## src/rtl/div_pkg.sv

```systemverilog
// Shared types and constants for the divider job controller.
package div_pkg;

    localparam int DIV_WIDTH = 8;

    // Quotient reported for a zero divisor; replicate bit 0 for other widths.
    localparam logic [DIV_WIDTH-1:0] DBZ_QUO = '1;

    typedef enum logic [1:0] {
        IDLE,
        START,
        WAIT,
        HOLD
    } state_t;

endpackage

```

## src/rtl/div_wait_timer.sv

```systemverilog
// Cycle counter for the divider wait phase; flags the last permitted cycle.
module div_wait_timer #(
    parameter int TIMEOUT = 64
) (
    input  logic clk,
    input  logic rst,
    input  logic clear,
    input  logic enable,
    output logic limit_hit
);

    localparam int TW = (TIMEOUT > 2) ? $clog2(TIMEOUT) : 1;

    logic [TW-1:0] count;

    always_ff @(posedge clk) begin
        if (rst || clear) begin
            count <= '0;
        end else if (enable) begin
            count <= count + 1'b1;
        end
    end

    assign limit_hit = (count == TW'(TIMEOUT - 1));

endmodule

```

## src/rtl/div_job_ctrl.sv

```systemverilog
// Sequences operand pairs into an external sequential divider and holds each
// result (or a locally generated divide-by-zero / timeout result) for handoff.
module div_job_ctrl
    import div_pkg::*;
#(
    parameter int WIDTH   = DIV_WIDTH,
    parameter int TIMEOUT = 64
) (
    input  logic             clk,
    input  logic             rst,
    input  logic             in_valid,
    output logic             in_ready,
    input  logic [WIDTH-1:0] in_a,
    input  logic [WIDTH-1:0] in_b,
    output logic [WIDTH-1:0] div_a,
    output logic [WIDTH-1:0] div_b,
    output logic             div_rst,
    input  logic [WIDTH-1:0] div_quo,
    input  logic [WIDTH-1:0] div_rem,
    input  logic             div_done,
    output logic             out_valid,
    input  logic             out_ready,
    output logic [WIDTH-1:0] out_quo,
    output logic [WIDTH-1:0] out_rem,
    output logic             out_dbz,
    output logic             out_timeout
);

    state_t state, state_next;
    logic   accept;
    logic   in_zero;
    logic   limit_hit;

    assign in_ready  = (state == IDLE) && !rst;
    assign accept    = in_valid && in_ready;
    assign in_zero   = (in_b == '0);
    assign out_valid = (state == HOLD);

    div_wait_timer #(
        .TIMEOUT(TIMEOUT)
    ) u_timer (
        .clk      (clk),
        .rst      (rst),
        .clear    (state == START),
        .enable   (state == WAIT),
        .limit_hit(limit_hit)
    );

    always_comb begin
        state_next = state;
        case (state)
            IDLE:  if (accept) state_next = in_zero ? HOLD : START;
            START: state_next = WAIT;
            WAIT:  if (div_done || limit_hit) state_next = HOLD;
            HOLD:  if (out_ready) state_next = IDLE;
            default: state_next = IDLE;
        endcase
    end

    // div_rst is registered from the next state so it is low exactly in WAIT.
    always_ff @(posedge clk) begin
        if (rst) begin
            state       <= IDLE;
            div_rst     <= 1'b1;
            div_a       <= '0;
            div_b       <= '0;
            out_quo     <= '0;
            out_rem     <= '0;
            out_dbz     <= 1'b0;
            out_timeout <= 1'b0;
        end else begin
            state   <= state_next;
            div_rst <= (state_next != WAIT);
            if (accept) begin
                div_a       <= in_a;
                div_b       <= in_b;
                out_dbz     <= in_zero;
                out_timeout <= 1'b0;
                if (in_zero) begin
                    out_quo <= {WIDTH{DBZ_QUO[0]}};
                    out_rem <= in_a;
                end
            end
            if (state == WAIT) begin
                if (div_done) begin
                    out_quo <= div_quo;
                    out_rem <= div_rem;
                end else if (limit_hit) begin
                    out_quo     <= '0;
                    out_rem     <= '0;
                    out_timeout <= 1'b1;
                end
            end
        end
    end

endmodule

```

## config.mk

```make
export PLATFORM = sky130hd
export DESIGN_NAME = div_job_ctrl
export DESIGN_NICKNAME = d
export VERILOG_FILES = /design/src/rtl/div_pkg.sv /design/src/rtl/div_wait_timer.sv /design/src/rtl/div_job_ctrl.sv
export SDC_FILE = /design/constraint.sdc
export NUM_CORES = 1
export LEC_CHECK = 0
export ABC_AREA = 1
export BUFFER_PORTS_ARGS = -buffer_cell sky130_fd_sc_hd__buf_2
export CAP_MARGIN = 20
export CORE_ASPECT_RATIO = 1.4
export CORE_MARGIN = 2
export CORE_UTILIZATION = 51
export DETAILED_ROUTE_END_ITERATION = 8
export PLACE_DENSITY = 0.93
export SYNTH_ARGS = -nofsm -noshare
export SYNTH_HDL_FRONTEND = slang
export SYNTH_SLANG_ARGS = --single-unit
```

## constraint.sdc

```tcl
create_clock -name clk -period 1.9 [get_ports clk]
set_input_delay 0.19 -clock clk [delete_from_list [all_inputs] [get_ports clk]]
set_output_delay 0.19 -clock clk [all_outputs]
set_load 0.005 [all_outputs]
```

==> results.py <==
metrics = {
    "clock_tree": {
        "cts_hold_buf": 0,
        "cts.repair.resized": 0,
        "clk_pin_slew_ns": 0.08,
        "clock_sinks": 43,
        "numCtsBuffers": 5,
        "cts_tree": "yes",
        "clock_latency_ns": 0.29,
        "cts_max_level": 2,
        "cts_root_buffer": "clkbuf_8",
        "post_cts_buffers": 0,
        "ctsLongestPathBuffers": 2,
    },
    "sta": {
        "layout_min_cycle_time_ns": 1.47,
        "worstMarginPinSlew_ns": 0.343,
        "timing.fmax_mhz": 678,
        "tns_ns": 0,
        "fin_ws_ns": 0.425,
        "maxSlewHeadroom_pct": 77.1,
        "slew_violations": 0,
        "whs_ns": 0.114,
        "hold_viol_final": 0,
        "min_period_over_period_pct": 77.6,
        "setup_violations": 0,
        "skew_ns": 0.00556,
        "rsz0062_at_grt": "false",
    },
    "job": {
        "cap_violations": 0,
    },
    "yosys": {
        "synth_xor_area_share_pct": 0,
        "ys_warn_count": 0,
        "syn_nets": 294,
        "synth_area_um2": 1870,
        "synth-compound-area-share_pct": 12.2,
        "synth_seq_cells": 43,
        "synth.distinct_cells": 28,
        "yosys.area_share.simple_pct": 31.0,
        "synth_mux_area_share_pct": 0,
        "synth_top_family_by_area": "simple AND/OR/NAND/NOR gates",
        "syn_area_per_cell_um2": 7.32,
        "synthCells": 256,
        "synthAdderAreaFrac_pct": 0.668,
        "seq_area_frac_synth_pct": 46.0,
    },
    "global_route": {
        "grt_max_degree": 28,
        "antenna_found_initial": 0,
        "grt_pass1_wl_um": 7050,
        "grt_overflow": 0,
        "grt_pass1_vias": 1671,
        "busiest_layer": "met2",
        "use_met2_pct": 40.1,
        "grtUsageTotal_pct": 21.4,
        "grt_util_met3_pct": 4.75,
        "use_met1_pct": 22.9,
    },
    "route": {
        "wl_um": 4610,
        "drc_errors": 0,
        "viasPerCell": 4.96,
        "drtIter0Drc": 74,
        "routedWlPerCell_um": 12.4,
        "drt-pass1-iter-count": 4,
        "via_count": 1851,
        "postRouteAntennaNets": 0,
    },
    "outcome": {
        "status": "completed",
    },
    "final_layout": {
        "area_growth_pct": 27.0,
        "final_area_um2": 2380,
        "layout.nets": 368,
        "antenna_cells": 0,
        "drive_gt1_share_pct": 31.1,
        "post-route-util_pct": 66.5,
    },
    "floorplan": {
        "rows": 26,
        "io-pin-count": 74,
        "start_util_pct": 52.3,
        "die-area_um2": 4180,
        "coreArea_um2": 3580,
        "die_w_um": 55.2,
        "die_y_um": 75.7,
    },
    "pwr": {
        "p_comb_share_pct": 11.9,
        "seqPwrFrac_pct": 50.2,
        "power_switching_share_pct": 24.3,
        "p_int_mw": 1.47,
        "power.density_nw_per_um2": 818,
        "power_frac_clock_pct": 37.9,
        "p_leak_nw": 1.19,
        "power.net_switching_uw": 473,
        "ir_worst_vdd_mv": 0.923,
    },
    "worst_setup_path": {
        "path_class": "reg2reg",
        "worstSetupEndpointType": "flip-flop",
        "worstPathRequired_ns": 2.13,
        "path_max_fanout": 27,
        "cp-start-kind": "flip-flop",
        "worstPathArrival_ns": 1.70,
    },
    "placement": {
        "portBuffers": 73,
        "hpwl_um": 3280,
        "place_congestion": 0.846,
        "place_ws_ns": 0.441,
        "placed_area_um2": 2260,
    },
    "worst_hold_path": {
        "hp-class": "in2reg",
    },
}
## sequential cells by signal, indices dropped and copies added (netlist names)
register	flops
div_a	8
div_b	8
out_quo	8
out_rem	8
u_timer.count	6
state	2
div_rst	1
out_dbz	1
out_timeout	1
## through the flow
stage	power, mW	std cells
global route	2.03	373
global placement	1.21	365
CTS	1.95	373
finish	1.94	373
detailed placement	1.22	365
floorplan	1.12	256
## worst max-delay path: stages (launching register included)
cell and delay (ns):
dfxtp_1 0.36, nor2_2 0.14, nand2_2 0.11, nor2_8 0.30
nand2_4 0.20, nand2_1 0.10, nand3_1 0.07, a21oi_1 0.13
## power groups by stage
stage               registers (mW)  logic (mW)  clock network, mW
global route                 0.980       0.259              0.786
detailed placement           0.995       0.228                  0
global placement             0.994       0.221                  0
CTS                          0.974       0.232              0.746
finish                       0.975       0.232              0.738
floorplan                    0.998       0.118                  0
## final timing paths
kind,slack (ns),to,cells after the start,startpoint
setup / recovery,0.43,out_rem[1]$_SDFF_PP0_,7,state[1]$_SDFF_PP0_
hold / removal,0.11,div_b[5]$_SDFFE_PP0N_,3,in_b[5]
setup reg to reg,0.43,out_rem[1]$_SDFF_PP0_,7,state[1]$_SDFF_PP0_
hold reg to reg,0.47,out_timeout$_SDFF_PP0_,2,out_timeout$_SDFF_PP0_
## cells in the mapped netlist
cell type	n	area, um2
nand2_1	72	270
dfxtp_1	43	861
inv_1	33	124
nand3_1	25	125
a21oi_1	20	100
o21ai_0	17	85.1
nor2_1	11	41.3
clkbuf_1	4	15.0
nor2_2	4	25.0
buf_2	3	15.0
a21oi_2	2	17.5
buf_6	2	22.5
inv_2	2	7.51
nand2_2	2	12.5
nand3_2	2	20.0
nand4_1	2	12.5
a21o_2	1	8.76
a21oi_4	1	16.3
and2_1	1	6.26
buf_4	1	7.51
ha_1	1	12.5
nand2_4	1	11.3
nor2_4	1	11.3
nor2_8	1	20.0
nor3_1	1	5.00
nor3b_1	1	7.51
or2_0	1	6.26
or2_2	1	6.26
## cells in the final DEF (no fill, tap or decap)
cell / instances
a21o_2: 1
bufinv_16: 1
nor2_8: 1
nand3_1: 25
nor2_4: 1
nand2_1: 72
ha_1: 1
or2_2: 1
nand4_1: 2
o21ai_0: 17
nor2_2: 4
buf_4: 4
a21oi_1: 20
a21oi_2: 2
nand3_2: 2
inv_1: 33
clkbuf_8: 6
nor3b_1: 1
nand2_2: 2
a21oi_4: 1
and2_1: 1
nor2_1: 11
inv_2: 2
dfxtp_1: 43
or2_0: 1
nor3_1: 1
clkinv_2: 1
nand2_4: 1
buf_2: 73
## cell families after synthesis
family / after synthesis
AOI/OAI and AO/OA: 41
adders and majority gates: 1
buffers and inverters: 45
and+or+nand+nor: 126
DFF: 43
## routing by layer
layer  vias to the layer above  share of wire, %
li1                        953                 -
met1                       830                40
met2                        58                53
met3                        10               4.6
met4                         0               2.2
met5                         -                 0
## final cells by class
type | instances | area [um2]
Timing Repair Buffer | 77 | 395
Sequential cell | 43 | 861
Clock inverter | 2 | 35.0
Multi-Input combinational cell | 168 | 821
Tap cell | 42 | 52.6
Inverter | 35 | 131
Clock buffer | 6 | 82.6
Fill cell | 298 | 1200
Note: power is estimated with default switching activity, not from simulation.
